### config.mk
export PLATFORM = sky130hd
export DESIGN_NAME = i2c_scan_ctrl
export DESIGN_NICKNAME = d
export VERILOG_FILES = /design/src/rtl/i2c_scan_pkg.sv /design/src/rtl/i2c_scan_bitmap.sv /design/src/rtl/i2c_scan_ctrl.sv
export SDC_FILE = /design/constraint.sdc
export NUM_CORES = 1
export LEC_CHECK = 0
export ABC_AREA = 1
export CORE_UTILIZATION = 54
export CTS_CLUSTER_SIZE = 28
export DETAILED_ROUTE_END_ITERATION = 8
export PLACE_DENSITY_LB_ADDON = 0.25
export SLEW_MARGIN = 25
export SYNTH_ARGS = -nofsm -noshare
export SYNTH_HDL_FRONTEND = slang
export SYNTH_SLANG_ARGS = --single-unit
### constraint.sdc
create_clock -name clk -period 2.2 [get_ports clk]
set_input_delay 0.66 -clock clk [delete_from_list [all_inputs] [get_ports clk]]
set_output_delay 0.66 -clock clk [all_outputs]
set_load 0.05 [all_outputs]
### src/rtl/i2c_scan_pkg.sv
// Shared types and constants for the I2C address-range scanner.
// Pure declarations: no latency and no backpressure apply.
package i2c_scan_pkg;

    localparam int I2C_ADR_W = 7;
    localparam int I2C_TMO_W = 20;

    localparam logic [I2C_ADR_W-1:0] I2C_RESERVED_LO = 7'h08;
    localparam logic [I2C_ADR_W-1:0] I2C_RESERVED_HI = 7'h77;

    typedef enum logic [2:0] {
        S_IDLE,
        S_CLEAR,
        S_ISSUE,
        S_WAIT,
        S_EMIT,
        S_NEXT,
        S_DONE
    } scan_state_t;

endpackage

### src/rtl/i2c_scan_bitmap.sv
// 128x1 presence bitmap: single-cycle clear-all, one write port, one registered read port.
// Read latency 1 cycle, returning the pre-write contents; no backpressure.
module i2c_scan_bitmap
    import i2c_scan_pkg::*;
(
    input  logic                 clk,
    input  logic                 rst,
    input  logic                 clr,
    input  logic                 wr_en,
    input  logic [I2C_ADR_W-1:0] wr_adr,
    input  logic                 wr_dat,
    input  logic [I2C_ADR_W-1:0] rd_adr,
    output logic                 rd_dat
);

    logic [(2**I2C_ADR_W)-1:0] mem;

    always_ff @(posedge clk) begin
        if (rst) begin
            mem    <= '0;
            rd_dat <= 1'b0;
        end else begin
            if (clr) begin
                mem <= '0;
            end else if (wr_en) begin
                mem[wr_adr] <= wr_dat;
            end
            rd_dat <= mem[rd_adr];
        end
    end

endmodule

### src/rtl/i2c_scan_ctrl.sv
// Scans ADR_LO..ADR_HI with one probe per address; bitmap, count, result stream; first probe 2 cycles after start.
// Stalls in EMIT until res_ready; I2C_SCAN_RETRY_EN adds one re-probe after a NAK or timeout.
module i2c_scan_ctrl
    import i2c_scan_pkg::*;
#(
    parameter logic [I2C_ADR_W-1:0] ADR_LO     = I2C_RESERVED_LO,
    parameter logic [I2C_ADR_W-1:0] ADR_HI     = I2C_RESERVED_HI,
    parameter logic [I2C_TMO_W-1:0] TIMEOUT    = 20'd100000,
    parameter logic                 REPORT_NAK = 1'b0
) (
    input  logic                 clk,
    input  logic                 rst,
    input  logic                 start,
    output logic                 busy,
    output logic                 done,
    output logic                 err,
    output logic [7:0]           found_cnt,
    output logic                 prb_stb,
    output logic [I2C_ADR_W-1:0] prb_adr,
    input  logic                 prb_bsy,
    input  logic                 prb_ostb,
    input  logic                 prb_ack,
    output logic                 res_valid,
    input  logic                 res_ready,
    output logic [I2C_ADR_W-1:0] res_adr,
    output logic                 res_ack,
    input  logic [I2C_ADR_W-1:0] rd_adr,
    output logic                 rd_ack
);

    scan_state_t            state_q, state_d;
    logic [I2C_ADR_W-1:0]   cur_adr;
    logic [I2C_TMO_W-1:0]   tmo_cnt;
    logic                   ack_q;

    logic                   bm_clr;
    logic                   rec;
    logic                   load_tmo;
    logic                   wait_end;
    logic                   wait_ack;
    logic                   tmo_expired;
`ifdef I2C_SCAN_RETRY_EN
    logic                   retry_q;
    logic                   retry_set;
`endif

    // Expiring at a count of 1 gives exactly TIMEOUT cycles in WAIT per probe.
    assign tmo_expired = !prb_ostb && (tmo_cnt <= 20'd1);
    assign wait_end    = prb_ostb || tmo_expired;
    assign wait_ack    = prb_ostb && prb_ack;

    always_comb begin
        state_d  = state_q;
        bm_clr   = 1'b0;
        rec      = 1'b0;
        load_tmo = 1'b0;
`ifdef I2C_SCAN_RETRY_EN
        retry_set = 1'b0;
`endif
        case (state_q)
            S_IDLE: begin
                if (start) state_d = S_CLEAR;
            end
            S_CLEAR: begin
                bm_clr  = 1'b1;
                state_d = (ADR_LO > ADR_HI) ? S_DONE : S_ISSUE;
            end
            S_ISSUE: begin
                if (!prb_bsy) begin
                    load_tmo = 1'b1;
                    state_d  = S_WAIT;
                end
            end
            S_WAIT: begin
                if (wait_end) begin
                    rec = 1'b1;
`ifdef I2C_SCAN_RETRY_EN
                    if (!wait_ack && !retry_q) begin
                        rec       = 1'b0;
                        retry_set = 1'b1;
                    end
`endif
                    if (rec) begin
                        state_d = (wait_ack || REPORT_NAK) ? S_EMIT : S_NEXT;
                    end else begin
                        state_d = S_ISSUE;
                    end
                end
            end
            S_EMIT: begin
                if (res_ready) state_d = S_NEXT;
            end
            S_NEXT: begin
                // Compare-based termination lets ADR_HI = 7'h7F stop without wrapping.
                state_d = (cur_adr == ADR_HI) ? S_DONE : S_ISSUE;
            end
            S_DONE: begin
                state_d = S_IDLE;
            end
            default: begin
                state_d = S_IDLE;
            end
        endcase
    end

    always_ff @(posedge clk) begin
        if (rst) begin
            state_q   <= S_IDLE;
            cur_adr   <= '0;
            found_cnt <= '0;
            err       <= 1'b0;
            ack_q     <= 1'b0;
            tmo_cnt   <= '0;
`ifdef I2C_SCAN_RETRY_EN
            retry_q   <= 1'b0;
`endif
        end else begin
            state_q <= state_d;

            if (state_q == S_IDLE && start) begin
                cur_adr   <= ADR_LO;
                found_cnt <= '0;
                err       <= 1'b0;
            end else if (state_q == S_NEXT && cur_adr != ADR_HI) begin
                cur_adr <= cur_adr + 7'd1;
            end

            if (load_tmo) begin
                tmo_cnt <= TIMEOUT;
            end else if (state_q == S_WAIT && tmo_cnt != '0) begin
                tmo_cnt <= tmo_cnt - 20'd1;
            end

            if (state_q == S_WAIT && wait_end) begin
                ack_q <= wait_ack;
            end

            if (rec) begin
                if (wait_ack && found_cnt != 8'hFF) found_cnt <= found_cnt + 8'd1;
                if (tmo_expired) err <= 1'b1;
            end

`ifdef I2C_SCAN_RETRY_EN
            if (state_q == S_CLEAR || state_q == S_NEXT) begin
                retry_q <= 1'b0;
            end else if (retry_set) begin
                retry_q <= 1'b1;
            end
`endif
        end
    end

    i2c_scan_bitmap u_bitmap (
        .clk    (clk),
        .rst    (rst),
        .clr    (bm_clr),
        .wr_en  (rec),
        .wr_adr (cur_adr),
        .wr_dat (wait_ack),
        .rd_adr (rd_adr),
        .rd_dat (rd_ack)
    );

    assign busy      = (state_q != S_IDLE) && (state_q != S_DONE);
    assign done      = (state_q == S_DONE);
    // Gated by rst so an abort in ISSUE cannot leak a strobe in the reset cycle.
    assign prb_stb   = (state_q == S_ISSUE) && !prb_bsy && !rst;
    assign prb_adr   = cur_adr;
    assign res_valid = (state_q == S_EMIT);
    assign res_adr   = cur_adr;
    assign res_ack   = ack_q;

endmodule
### Word level (Yosys, flattened, before mapping)

Index checks and enable logic that the tools add are counted.

* output and inout bits: 29
* input port bits: 14
* register bits after elaboration: 169

* $add $sub $neg: 3
* $lt $le $gt $ge: 4
* reductions and logical operators: 24
* equal/unequal tests: 14
* multiplexer cells: 27

Operator list (count)
* 128-bit bitwise mux: 1
* 17-bit two-way mux: 2
* 8-bit two-way mux: 3
* 20-bit by 1-bit <= comparator with 1-bit output (second input constant): 1
* 20-bit nonzero test: 1
* 20-bit by 1-bit subtractor with 20-bit output (second input constant): 1
* 3-bit case mux with 6 select lines: 1
* 7-bit by 8-bit < comparator with 1-bit output (second input constant): 2
* 3-bit two-way mux: 5
* 1-bit logical AND: 11
* 1-bit two-way mux: 11
* 3-bit equality test (second input constant): 3
* 8-bit by 1-bit adder with 8-bit output (second input constant): 1
* 4-bit two-way mux: 2
* 8-bit inequality test (second input constant): 1
* 7-bit by 1-bit adder with 7-bit output (second input constant): 1
* 1-bit binary-select mux with 7-bit select: 1
* 1-bit demux with 7-bit select: 1
* 7-bit equality test (second input constant): 1
* 7-bit by 1-bit greater-or-equal comparator with 1-bit output (second input constant): 1
* 7-bit inequality test (second input constant): 1
* 3-bit by 2-bit equality test with 1-bit output (second input constant): 2
* 2-bit inequality test (second input constant): 3
* 2-bit OR reduction: 3
* other kinds (9): 12

### Depth between registers and ports, before layout

* word-level depth: 6
* depth in mapped cells: 13
* mapped depth without buffers: 13

### Hierarchy

Synthesis repeated with hierarchy kept, for this count alone.

* cells, all modules: 1344
* area, all modules: 8978.6 µm²

By module, submodules not included
* i2c_scan_bitmap: area each 6419.9 µm², cells an instance 940, instances 1
* i2c_scan_ctrl: area each 2558.7 µm², cells an instance 404, instances 1

### Worst setup path before layout

Ideal clock, no wire load.

* path type: flip-flop to flip-flop
* start: reg state_q[0]
* end: reg state_q[0]
* data arrival time: 2.169 ns
* setup time: 0.111 ns
* path slack: -0.080 ns
* stages on the path, launching flop included: 8
* path buffers: 1
* period minus slack after synthesis: 2.280 ns
* required time: 2.089 ns
* path through: dfxtp_1 -> buf_2 -> nor3_1 -> nand2_1 -> nand3_1 -> nand2_1 -> nand4_1 -> inv_1

* longest elaborated chain between the ends: 3
* elaborated cells on any way between the ends: 12

Ends and longest elaborated chain
* start: declaration: RTL line i2c_scan_ctrl.sv:31 `scan_state_t state_q, state_d;`
* start signal: assignment: RTL line i2c_scan_ctrl.sv:118 `state_q <= state_d;`
* 3-bit equality test *
* net res_valid: RTL line i2c_scan_ctrl.sv:23 `output logic res_valid,`
* 2-bit by 1-bit inequality test with 1-bit output (no line)
* 4-bit AND reduction (no line)

Mark *: on every way through the listed nets, which the timed path passes. The rest lies on a longest branch.
A chain may end at the register's enable or synchronous reset.

### Worst setup path after layout

* start: reg state_q[0]
* end: out prb_stb

* longest elaborated chain between the ends: 3

Ends and longest elaborated chain
* 3-bit by 2-bit equality test with 1-bit output: RTL line i2c_scan_ctrl.sv:167 `assign prb_stb = (state_q == S_ISSUE) && !prb_bsy && !rst;`
* 1-bit logical AND (2 in a row): RTL line i2c_scan_ctrl.sv:167
* end: declaration: RTL line i2c_scan_ctrl.sv:18 `output logic prb_stb,`

Every way passes these cells.

==> qor.csv <==
metric,value,unit
power_density,846,mW/mm2
setup-violations-final,0,
hold_class,flop to flop,
gp_congestion,0.908,
die_w,133,um
synthAdderAreaFrac,0.00678,
netlist_instances,1487,
fin_area,0.0106,mm2
io_pins,43,
yosysUniqueCellTypes,34,
status,"finished, final reports clean",
fin_crit_sh,0.969,
relSlewSlack,0.652,
criticalPathCategory,flop to output port,
h-tree-depth,4,
maxCapViolCount,0,
setup_tns,0,ns
finalClockSkew,0.0111,ns
preCtsSetupSlack,-0.0432,ns
synth_top_family_by_area,simple AND/OR/NAND/NOR gates,
nNetsFinal,1533,
dp.cells,1714,
synthMuxAreaShare,0,
coreArea,0.0166,mm2
crit_slowest_cell,dfxtp_4,
r2r_slack,0.18,ns
intPower,5.82,mW
cts-root-buf,clkbuf_16,
leakage,3.71,nW
ys_top_cells_by_count,"nand2_1 (474), nand3_1 (269), nor2_1 (193), dfxtp_1 (169), a21oi_1 (153)",
yosysSeqAreaShare,0.367,
worstMarginPinSlew,0.524,ns
setup_slack,0.0683,ns
cp_cell_sequence,"nor2_2, nand2_2, nor2_4, inv_1, nor2_2, buf_12",
synth_edf_count,0,
vias,9808,
combPwrFrac,0.294,
numCtsBuffers,17,
cts_hold_buf,0,
via_per_inst,5.62,
drtIter0Drc,908,
drtPass1Iterations,7,
synth_top_area_share,0.367,
finalHoldViolCount,0,
peakVddDrop,0.000751,V
synth_compound_area_frac,0.101,
yosysTopAreaCell,dfxtp_1,
cp_max_fo,8,
port_buffers,42,
final.fill_count,1528,
grt_pass1_wl,43.5,mm
insertion_delay,0.43,ns
place_hpwl,17.3,mm
cpMostUsedCell,nor2_2,
yosysMostFrequentCell,nand2_1,
avgSynthCellArea,6.21,um2
path_buf_inv,2,
crit_family,simple AND/OR/NAND/NOR gates,
synthArstFlopShare,0,
die_h,133,um
die_area,0.0176,mm2
drc,0,
diodes,0,
wl,26.6,mm
synth-simple-area-share,0.433,
detail-route-antenna-nets,0,
clockPowerShare,0.335,
rsz0062_at_grt,false,
cts_max_path_buffers,2,
synthXorXnorAreaFrac,0.00569,
critPathRequiredTime,1.54,ns
grt_pass1_vias,8874,
worstPathArrival,1.47,ns
yosys-top-cells-area,"dfxtp_1 (37%), nand2_1 (19%), nand3_1 (15%)",
ys.warnings.count,0,
timing.fmax,0.469,GHz
cpPeakStageDelay,0.38,ns
power.share.switching,0.353,
wl_per_cell,15.2,um
synth-seq-cells,169,
switchingPower,3.17,mW
area_growth,15.2,%
clkTransAtPathRegs,0.07,ns
slew_violations,0,
track_usage,0.307,
rows,47,
grt-ovfl-total,0,
drive_gt1_frac,0.0917,
syn_nets,1506,
p_seq_frac,0.372,
stdcell_count,1746,
min_period,2.13,ns
grt_start_max_net_pins,51,
clock_sinks,169,
dpl_cell_area,0.0100,mm2
syn_area,0.00923,mm2
cp-end-kind,output port,
synth_ff_type,dfxtp_1,
cts_tree,done,
start_kind,flop,
start_util,0.554,
antenna_found_initial,0,
state kept, by name, indices dropped and copies added (netlist names):
| name | flops |
|---|---|
| prb_adr | 7 |
| res_ack | 1 |
| u_bitmap.rd_dat | 1 |
| u_bitmap.mem | 128 |
| state_q | 3 |
| tmo_cnt | 20 |
| err | 1 |
| found_cnt | 8 |
cell usage in the layout, fill, tap and decap left out, drive strengths merged:
cell type      synthesis  layout
nor3                   8       8
bufinv                 0       2
nor4                   1       1
clkinvlp               0       5
a311oi                 1       1
nor2                 195     195
nand3                269     269
or2                    2       2
dfxtp                169     169
o21ai                 21      21
o21a                   1       1
nand4                  6       6
clkdlybuf4s50          0      11
clkinv                 0       3
ha                     5       5
xnor2                  3       3
a22oi                  1       1
a211oi                 1       1
inv                   72      72
dlymetal6s2s           0       1
dlygate4sd2            0       3
a21boi                 1       1
o31ai                  1       1
a2111oi                2       2
xor2                   3       3
clkbuf                54      21
buf                   41      88
nor3b                  1       1
nand2                476     476
a21oi                153     153
area by class of cell:
class                      instances  area, um2  share of cell area
clock buffer                      21        460              0.0433
inverter                          72        277              0.0260
multi-input combinational       1151       5080               0.477
sequential                       169       3390               0.319
timing repair buffer             103       1030              0.0971
tap                              220        275              0.0259
clock inverter                    10        120              0.0113
cells by family after synthesis:
kind of cell,count (synthesis)
flip-flops,169
AND/OR/NAND/NOR,958
adder cells (fa/ha/maj),5
buffers and inverters,167
AO/OA/AOI/OAI,182
XOR/XNOR,6
final timing paths:
| check | from | endpoint | depth (start not counted) |
|---|---|---|---|
| hold / removal | err$_SDFF_PP0_ | err$_SDFF_PP0_ | 2 |
| hold reg to reg | err$_SDFF_PP0_ | err$_SDFF_PP0_ | 2 |
| setup / recovery | state_q[0]$_SDFFE_PP0P_ | prb_stb | 6 |
| setup reg to reg | tmo_cnt[0]$_SDFFE_PP0P_ | u_bitmap.mem[0]$_SDFFE_PP0P_ | 11 |
repair_timing:
| action | 4_1_cts | 5_1_grt |
|---|---|---|
| setup endpoints to repair | 4 | 2 |
| setup buffers | 0 | 1 |
| pin swaps | 1 | 2 |
| resized for setup | 6 | 9 |
| gates cloned | 0 | 0 |
metal layers:
layer	vias to the layer above	share of wire	GRT usage	wire length, um
li1	4878	-	-	-
met1	4484	0.44	0.406	11600
met2	389	0.46	0.491	12200
met3	57	0.078	0.0617	2070
met4	0	0.024	0.120	645
met5	-	0	0	0
worst min-delay path: stages, from the launching register on:
cell	delay (ns)
dfxtp_1	0.32
nand2_1	0.05
o31ai_1	0.05
power groups by stage:
stage,clock (mW),combinational (mW),sequential [mW]
after floorplan,0,1.86,3.39
after global placement,0,2.54,3.39
after detailed placement,0,2.56,3.39
after CTS,3.04,2.58,3.33
after global routing,3.18,2.89,3.36
final,3.01,2.64,3.34
through the flow:
step / util / power [mW] / hold WS [ns]
2_1_floorplan: - / 5.25 / 0.439
3_5_place_dp: 0.602 / 5.96 / 0.450
6_report: 0.639 / 8.99 / 0.459
3_3_place_gp: 0.602 / 5.93 / 0.447
4_1_cts: 0.637 / 8.96 / 0.460
5_1_grt: 0.639 / 9.44 / 0.471
Note: power is estimated with default switching activity, not from simulation.
